File: src/rtl/pwm_duty_slew.sv
// pwm_duty_slew: slew-rate limiter between the duty register and the PWM duty input.
// Ports:
//   clk, rst      system clock, synchronous active-high reset
//   target_duty   requested duty from the SPI duty register
//   ramp_en       1 = slew-limited, 0 = jump to target at next period boundary
//   step          duty increment per update (0 freezes duty_out)
//   rate          one update every rate+1 period boundaries
//   period_start  one-cycle pulse at PWM counter wrap
//   duty_out      applied duty to the PWM peripheral
//   busy          high while duty_out differs from target
//   at_target     one-cycle pulse when a ramp completes
module pwm_duty_slew #(
  parameter int DUTY_W = 8,
  parameter int RATE_W = 8
) (
  input  logic              clk,
  input  logic              rst,
  input  logic [DUTY_W-1:0] target_duty,
  input  logic              ramp_en,
  input  logic [3:0]        step,
  input  logic [RATE_W-1:0] rate,
  input  logic              period_start,
  output logic [DUTY_W-1:0] duty_out,
  output logic              busy,
  output logic              at_target
);
  typedef enum logic [1:0] {IDLE, RAMP_UP, RAMP_DOWN} state_t;
  state_t            state;
  logic [DUTY_W-1:0] target_q;
  logic [RATE_W-1:0] cnt;
  logic [DUTY_W:0]   up_diff;
  logic [DUTY_W:0]   dn_diff;
  logic [DUTY_W:0]   step_x;
  logic [DUTY_W-1:0] duty_nxt;
  logic              upd;
  // Moves are only taken when the registered direction still agrees with the
  // live comparison, so a target change racing a period boundary never jumps.
  always_comb begin
    up_diff  = {1'b0, target_q} - {1'b0, duty_out};
    dn_diff  = {1'b0, duty_out} - {1'b0, target_q};
    step_x   = (DUTY_W+1)'(step);
    upd      = period_start && state != IDLE && (!ramp_en || cnt == rate);
    duty_nxt = !ramp_en ? target_q :
               (state == RAMP_UP && target_q > duty_out) ?
                 (up_diff <= step_x ? target_q : duty_out + DUTY_W'(step)) :
               (state == RAMP_DOWN && target_q < duty_out) ?
                 (dn_diff <= step_x ? target_q : duty_out - DUTY_W'(step)) :
               duty_out;
  end
  always_ff @(posedge clk) begin
    if (rst) begin
      target_q  <= '0;
      state     <= IDLE;
      cnt       <= '0;
      duty_out  <= '0;
      busy      <= 1'b0;
      at_target <= 1'b0;
    end else begin
      target_q  <= target_duty;
      state     <= duty_out == target_q ? IDLE : target_q > duty_out ? RAMP_UP : RAMP_DOWN;
      busy      <= duty_out != target_q;
      at_target <= state != IDLE && duty_out == target_q;
      cnt       <= (state == IDLE || !ramp_en) ? '0 :
                   period_start ? (cnt == rate ? '0 : cnt + 1'b1) : cnt;
      if (upd) duty_out <= duty_nxt;
    end
  end
endmodule

File: config.mk
export PLATFORM = sky130hd
export DESIGN_NAME = pwm_duty_slew
export DESIGN_NICKNAME = d
export VERILOG_FILES = /design/src/rtl/pwm_duty_slew.sv
export SDC_FILE = /design/constraint.sdc
export NUM_CORES = 1
export LEC_CHECK = 0
export BUFFER_PORTS_ARGS = -buffer_cell sky130_fd_sc_hd__buf_2
export CORE_ASPECT_RATIO = 1.75
export CORE_MARGIN = 2
export CORE_UTILIZATION = 34
export DETAILED_ROUTE_END_ITERATION = 16
export GPL_TIMING_DRIVEN = 0
export SETUP_SLACK_MARGIN = 0.15
export SLEW_MARGIN = 0
export SYNTH_ARGS = -nofsm -noshare
export SYNTH_HDL_FRONTEND = slang
export SYNTH_SLANG_ARGS = --single-unit
File: constraint.sdc
create_clock -name clk -period 3.2 [get_ports clk]
set_input_delay 0.32 -clock clk [delete_from_list [all_inputs] [get_ports clk]]
set_output_delay 0.32 -clock clk [all_outputs]
set_load 0.1 [all_outputs]
==> After elaboration in Yosys (flattened, before gate mapping) <==
Cells that the tools add are included.
Widths: inputs -> output; s select.
{ "op_classes": {"reduce_logical": 13, "eq_ne": 6, "order_cmp": 4, "addsub": 5, "n_mux": 7} }
{ "op_table": {"columns": ["op", "count"], "rows": [
  ["$mux 8", 6],
  ["$le 9x4->1", 2],
  ["$sub 8x8->9", 2],
  ["$eq 8x8->1", 2],
  ["$add 8x1->8 const B", 1],
  ["$add 8x4->8", 1],
  ["$gt 8x8->1", 1],
  ["$lt 8x8->1", 1],
  ["$ne 8x8->1", 1],
  ["$sub 8x4->8", 1],
  ["$logic_and 1x1->1", 5],
  ["$reduce_or 2->1", 2],
  ["$ne 3x1->1 const B", 1],
  ["$eq 2x1->1 const B", 1],
  ["$eq 2x2->1 const B", 1],
  ["$logic_not 2->1", 1],
  ["$logic_or 1x1->1", 2],
  ["$mux 2", 1],
  ["$reduce_and 2->1", 1],
  ["$reduce_bool 2->1", 1],
  ["$logic_not 1->1", 1]
]} }
{ "totals": {"word_cells": 41, "out_inout_bits": 10, "reg_bits": 28, "in_bits": 24} }

==> Depth between registers and ports, before layout <==
Gate-level depths: netlist (run 1).
{ "depth": {"depth_word": 6, "mapped_depth": 16, "ltp_nobuf": 15} }

==> Worst setup path after synthesis (run 1) <==
No wires, ideal clock.
{ "synth_timing": {"kind": "register to register", "start": "register duty_out[1]", "end": "register duty_out[1]", "path_buffers": 0, "path_slack_ns": -0.817, "t_arrival_ns": 3.872, "setup_ns": 0.145, "stages_incl_launch_ff": 15, "period_less_slack_ns": 4.017, "required_ns": 3.055, "cell_sequence": "dfxtp_1 -> inv_1 -> ha_1 -> nand2b_1 -> a211oi_1 -> nor2_1 -> ha_1 -> nand4_1 -> o21ai_0 -> a21oi_1 -> a311oi_1 -> nand4_1 -> a21boi_4 -> o31ai_4 -> a221oi_2"} }
{ "synth_between": {"elab_chain_cells": 6, "word_cells_on_any_way": 17, "cone_classes": "add/sub (4); order compare (4); eq/ne (1); mux (5); reduce/logical (3)"} }
{ "synth_lines": {"columns": ["element", "line", "rtl"], "rows": [
  ["from (decl)", "23", "output logic [DUTY_W-1:0] duty_out,"],
  ["from (signal assigned)", "65", "if (upd) duty_out <= duty_nxt;"],
  ["$sub 8x8->9", "40", "dn_diff = {1'b0, duty_out} - {1'b0, target_q};"],
  ["$le 9x4->1", "47", "(dn_diff <= step_x ? target_q : duty_out - DUTY_W'(step)) :"],
  ["$mux 8", "47", null],
  ["$mux 8", "46", "(state == RAMP_DOWN && target_q < duty_out) ?"],
  ["$mux 8", "44", "(state == RAMP_UP && target_q > duty_out) ?"],
  ["$mux 8", "43", "duty_nxt = !ramp_en ? target_q :"]
]} }
Parallel ways exist; a longest one is shown, timed or not. The select of a mux whose other input is x is not followed.
A chain may end at the register's enable or synchronous reset.

==> Worst setup path in the final report (run 1) <==
{ "layout_timing": {"start": "register target_q[0]", "end": "register duty_out[0]"} }
{ "layout_between": {"elab_chain_cells": 6, "word_cells_on_any_way": 15, "cone_classes": "add/sub (2); order compare (4); eq/ne (1); mux (5); reduce/logical (3)"} }
{ "layout_lines": {"columns": ["element", "line", "rtl"], "rows": [
  ["from (decl)", "29", "logic [DUTY_W-1:0] target_q;"],
  ["from (signal assigned)", "59", "target_q <= target_duty;"],
  ["$sub 8x8->9", "40", null],
  ["$le 9x4->1", "47", null],
  ["$mux 8", "47", null],
  ["$mux 8", "46", null],
  ["$mux 8", "44", null],
  ["$mux 8", "43", null]
]} }
Parallel ways exist; a longest one is shown, timed or not. The select of a mux whose other input is x is not followed.

==> summary.md, run 1 <==
- clk buf depth: 2
- vertical die dimension: 125.9 um
- Worst slew margin: 57.51%
- maximum net fanout on the critical path: 3
- total power per unit cell area: 407.4 nW/um2
- most frequently used cell type in the post-synthesis netlist: nor2_1
- cell area after synthesis: 2885 um2
- hold depth: 2
- DP Wirelength: 6519 um
- predominant post-synthesis flop cell: dfxtp_1
- register-to-register setup slack: 0.1 ns
- top cell type by total area after synthesis: dfxtp_1
- total gr overflow: 0
- worst IR drop on VDD: 0.4013 mV
- sequential-to-total area share from yosys stat: 19.43%
- fraction of post-synthesis cell area in the top cell type by area: 19.43%
- # fillers: 815
- leakage power: 0.001575 uW
- min cycle time layout: 3.102 ns
- Synth Warn #: 0
- asr flop ratio synth: 0%
- top area cells in the synthesized netlist: dfxtp_1 19%, ha_1 14%, nor2_1 4.4%, inv_1 4.2%, xnor2_1 3.9%
- launch point of the worst hold path: target_duty[2]
- source-to-sink clock delay at the later pin of the worst-skew pair: 0.27 ns
- top post-synthesis cells by count: 34 x nor2_1, 32 x ha_1, 32 x inv_1, 28 x dfxtp_1, 16 x o21ai_0
- CTS Root Cell: clkbuf_16
- slowest cell on the critical path: dfxtp_2
- Crit Reg-Reg Startpoint: target_q[0]
- total track usage: 18.92%
- n_diodes: 0
- Avg Vias per Cell: 5.512
- Core ar.: 8258 um2
- synth unique cells: 67
- number of H-tree levels: 1
- count of hold buffers inserted by post-cts repair: 0
- routability cong.: 0.8725
- maximum number of pins on one net before global-route repair: 17
- row count: 44
- type of the setup path with the least slack: flop to flop
- via count of the first global-routing pass: 2851
- share of final-layout standard cells stronger than drive strength 1: 36.78%
- maximum achievable frequency: 322.4 MHz
- Worst R2R End: duty_out[0]
- post-detailed-route wirelength per cell: 16.83 um
- Ports: 34
- design area: 3862 um2
- # DRC: 0
- I/O Buffers: 32
- worst endpoint required time: 3.37 ns
- worst clock skew on the final layout: 0.004797 ns
- Initial Utilization: 34.94%
- worst hold path endpoint: target_q[2]
- total negative setup slack: 0 ns
- clock tree from TritonCTS: built
- final-stage net count: 477
- synthesized area divided by synthesized cell count: 8.244 um2
- final worst path period share: 96.94%
- max-slew violation count: 0
- clock input transition at the sequential cells of the worst setup and hold paths: 0.07 ns
- wire length of the first global-routing pass: 13660 um
- Post-Syn Instances: 350
- number of nets produced by synthesis: 410
- flop and latch count out of synthesis: 28
- Die Wd: 73.64 um
- DIE AREA: 9268 um2
- result of the run: finished clean
- first-pass iteration count of the detailed router: 5
- Inserted Clock Buffers: 3
- layout overhead on the synthesized area: 33.87%
- transition at the pin with the smallest max-transition slack: 0.6373 ns
- dpl cell area: 3204 um2
- category of the worst setup path launch point: flop
- Crit path largest cell delay: 0.35 ns
- total vias in the final route: 2800
- wire length after detailed routing: 8550 um
- final setup violation count: 0
- capturing element type of the critical path: flop
- r2r worst-path depth: 15
- critical path arrival: 3.28 ns
- Hold/Removal Path Class: primary input to flop
- ANT nets after route: 0
- final-report hold violation count: 0
- antenna violations before repair: 0
- setup repair after global routing missed its margin: yes
- number of enable-type register cells in the synthesized netlist: 0
- clock sinks: 28
- starting DRC count in detailed routing: 170
- # Max-Cap Violations: 0
- worst-path cell chain: buf_6 > ha_4 > inv_2 > fa_2 > xor2_1 > ha_1 > a21oi_2 > o22ai_4 > o22ai_4 > o2111ai_4 > nor2_4 > a21boi_4 > buf_6 > a21o_1 > a311oi_2
## final cells by class
cell class,instances,area [um2],share of cell area (%)
clock buffers,4,100.1,2.592
plain buffers,14,116.4,3.013
multi-input cells,275,2399,62.10
flip-flops and latches,28,590.6,15.29
repair buffers,63,416.7,10.79
inverters,32,125.1,3.239
well taps,92,115.1,2.980
## critical path, delay by kind of cell, from the launching register on
kind / cells / cell delay, ns
AO/OA/AOI/OAI: 7 / 1.22
adder cells (fa/ha/maj): 3 / 0.79
flip-flops: 1 / 0.35
buffers and inverters: 3 / 0.27
AND/OR/NAND/NOR: 1 / 0.20
XOR/XNOR: 1 / 0.17
## state kept, by name, summed over array words and instances (netlist names)
register and count:
at_target 1, busy 1, cnt 8, duty_out 8, state 2, target_q 8
## through the flow
step	hold slack [ns]	setup WS, ns	power, uW	std cells	util, %
floorplan	0.4482	0.1408	873.5	350	-
global placement	0.4818	-0.3418	1008	474	38.80
detailed placement	0.4971	-0.3456	1022	474	38.80
CTS	0.2508	0.1354	1502	497	44.38
global route	0.2617	-0.005488	1658	508	46.77
finish	0.2528	0.09804	1573	508	46.77
## where the power goes
group / internal, uW / switching [uW]
Combinational: 348 / 486
Clock: 218 / 132
Sequential: 367 / 21.0
Total: 934 / 640
## layout by cell type, fill, tap and decap left out, types with 4 or more instances in the layout
cell / count
ha_1: 24
inv_1: 25
a21oi_1: 9
buf_2: 34
a21boi_0: 4
a211oi_2: 8
nand3_1: 10
nor3_1: 5
ha_4: 7
dfxtp_1: 18
dfxtp_4: 7
xor2_1: 8
a21oi_2: 6
xnor2_1: 13
nand2_1: 12
clkbuf_16: 4
nand4_1: 8
buf_6: 6
o21bai_1: 8
nor2_4: 4
o21ai_1: 4
buf_4: 31
nor2_1: 31
nor2b_1: 15
inv_2: 5
o21ai_0: 14
and2_1: 5
## cell families (layout without fill, tap and decap cells)
kind of cell    Yosys count  after routing  share of synthesized area, %
compound gates           95             95                         26.06
xor+xnor                 21             21                         6.375
fa+ha+maj                36             36                         16.65
buf+inv                  47            113                         8.456
flops                    28             28                         19.43
mux                       1              1                        0.3469
simple gates            122            122                         22.68
## worst max-delay path by stage
stage,start,to,cells after the start
2_1_floorplan,duty_out[2],duty_out[1],16
3_3_place_gp,duty_out[3],duty_out[1],15
3_5_place_dp,duty_out[3],duty_out[1],15
4_1_cts,duty_out[0],duty_out[1],13
5_1_grt,target_q[0],duty_out[0],15
6_report,target_q[0],duty_out[0],15
## what timing repair did
action | 4_1_cts | 5_1_grt
setup buffers | 20 | 11
pin swaps | 23 | 36
setup endpoints to repair | 8 | 8
gates resized for setup | 44 | 25
gates cloned | 0 | 0
hold endpoints to repair | 0 | 0
## per-layer routing
layer,global-route usage (%),up-vias,wire length [um],share of wire [%]
met5,0,-,0,0
met2,36.29,65,4798,56
li1,-,1380,-,-
met1,19.08,1331,3079,36
met4,10.05,0,456,5.3
met3,1.440,24,215,2.5
Note: power is estimated with default switching activity, not from simulation.
==> inputs of run 2 (changes only) <==
Settings changed: BUFFER_PORTS_ARGS -buffer_cell sky130_fd_sc_hd__buf_2 to default, DONT_BUFFER_PORTS from default to 1.
==> run 2 against run 1 <==
  * The run now ends with setup timing left
  * Largest power group unchanged
  * Clock power is essentially flat
  * Global-route usage grew 0.25 points
  * Count of clock-buffer cells in the layout is the same
==> summary.md, run 2 (synthesis gave the netlist of run 1 again) <==
- vertical die dimension: 125.9 um
- Core ar.: 8258 um2
- worst IR drop on VDD: 0.3615 mV
- # DRC: 0
- total track usage: 19.18%
- final-report hold violation count: 0
- antenna violations before repair: 0
- result of the run: finished with violations
- critical path arrival: 3.43 ns
- total gr overflow: 0
- # Max-Cap Violations: 0
- violated checks: setup timing
- Top Registers: cnt (8), duty_out (8), target_q (8)
- commonest non-fill, non-tap cells in the layout: 31 x nor2_1, 27 x buf_4, 26 x inv_1
- r2r worst-path depth: 14
- clock input transition at the sequential cells of the worst setup and hold paths: 0.07 ns
- total design power: 1517 uW
- Worst slew margin: 38.01%
- clock sinks: 28
- post-detailed-route wirelength per cell: 17.54 um
- transition at the pin with the smallest max-transition slack: 0.9285 ns
- via count of the first global-routing pass: 2896
- Hold/Removal Path Class: primary input to flop
- starting DRC count in detailed routing: 111
- DP Wirelength: 6441 um
- layout overhead on the synthesized area: 25.41%
- total vias in the final route: 2673
- hold depth: 1
- Avg Vias per Cell: 5.675
- number of H-tree levels: 1
- n_diodes: 0
- type of the setup path with the least slack: flop to flop
- worst clock skew on the final layout: 0.002808 ns
- Die Wd: 73.64 um
- most common cell after layout, fill and taps aside: nor2_1
- I/O Buffers: 0
- category of the worst setup path launch point: flop
- leakage power: 0.001413 uW
- total power per unit cell area: 419.4 nW/um2
- wire length after detailed routing: 8261 um
- final-stage net count: 440
- share of final-layout standard cells stronger than drive strength 1: 30.34%
- clk buf depth: 2
- clock tree from TritonCTS: built
- worst endpoint required time: 3.39 ns
- total negative setup slack: -0.05808 ns
- setup ws final: -0.03820 ns
- ANT nets after route: 0
- CTS Root Cell: clkbuf_16
- Inserted Clock Buffers: 3
- min cycle time layout: 3.238 ns
- max-slew violation count: 0
- first-pass iteration count of the detailed router: 4
- final worst path period share: 101.2%
- maximum number of pins on one net before global-route repair: 17
- row count: 44
- source-to-sink clock delay at the later pin of the worst-skew pair: 0.27 ns
- maximum achievable frequency: 308.8 MHz
- setup repair after global routing missed its margin: yes
- pre-CTS setup slack: -0.5327 ns
- maximum net fanout on the critical path: 5
- Initial Utilization: 34.94%
- Ports: 34
- wire length of the first global-routing pass: 13860 um
- final setup violation count: 3
- DIE AREA: 9268 um2
- capturing element type of the critical path: flop
- routability cong.: 0.8636
## run 2: changes by cell type in the layout (fill, tap and decap cells not counted), sizes merged
| cell | previous run | this run |
|---|---|---|
| buf | 72 | 35 |
## run 2: path summary, 6_finish.rpt
path,start,end,slack (ns)
worst min-delay path,target_duty[4],target_q[4],0.17
worst max register to register,duty_out[0],duty_out[3],-0.04
worst min register to register,target_q[4],duty_out[4],0.51
worst max-delay path,duty_out[0],duty_out[3],-0.04
## run 2: cell type report
class	count	area (um2)
sequential	28	588.1
multi-input combinational	275	2344
buffer	15	136.4
fill	790	4639
clock buffer	4	100.1
inverter	32	127.6
tap	92	115.1
timing repair buffer	25	207.7
## run 2: worst max-delay path, stage by stage, from the launching register on
cell	delay, ns
dfxtp_4	0.47
inv_4	0.11
ha_4	0.13
inv_1	0.06
fa_2	0.37
xor2_1	0.17
ha_1	0.34
a21oi_2	0.16
o22ai_2	0.10
o22ai_2	0.19
o2111ai_2	0.22
o21a_2	0.28
a221o_1	0.31
o211a_1	0.14
a211oi_2	0.12
## run 2: layer usage
layer / GRT usage [%] / vias to the layer above / part of all wire, %
met5: 0 / - / 0
met4: 15.94 / 0 / 8.2
met3: 1.760 / 32 / 3.1
met2: 34.14 / 77 / 53
met1: 18.97 / 1266 / 35
li1: - / 1298 / -
## run 2: power by group
group	switching [uW]	internal [uW]	leakage, uW
clock	131	218	0.0000493
sequential	90.5	367	0.000235
combinational	386	324	0.00113
total	608	910	0.00141
## run 2: per-stage QoR
stage | cell area [um2] | hold slack, ns | util, % | cells
2_1_floorplan | 2929 | 0.4482 | - | 350
3_3_place_gp | 3044 | 0.4525 | 36.86 | 442
3_5_place_dp | 3044 | 0.4540 | 36.86 | 442
4_1_cts | 3573 | 0.1680 | 43.27 | 469
5_1_grt | 3618 | 0.1731 | 43.82 | 471
6_report | 3618 | 0.1705 | 43.82 | 471
## run 2: what timing repair did
item / in CTS / in global routing
gates resized for setup: 60 / 7
hold endpoints to repair: 0 / 0
hold buffers: 0 / 0
pin swaps: 36 / 13
buffers inserted: 23 / 2
endpoints found under the setup margin: 8 / 8
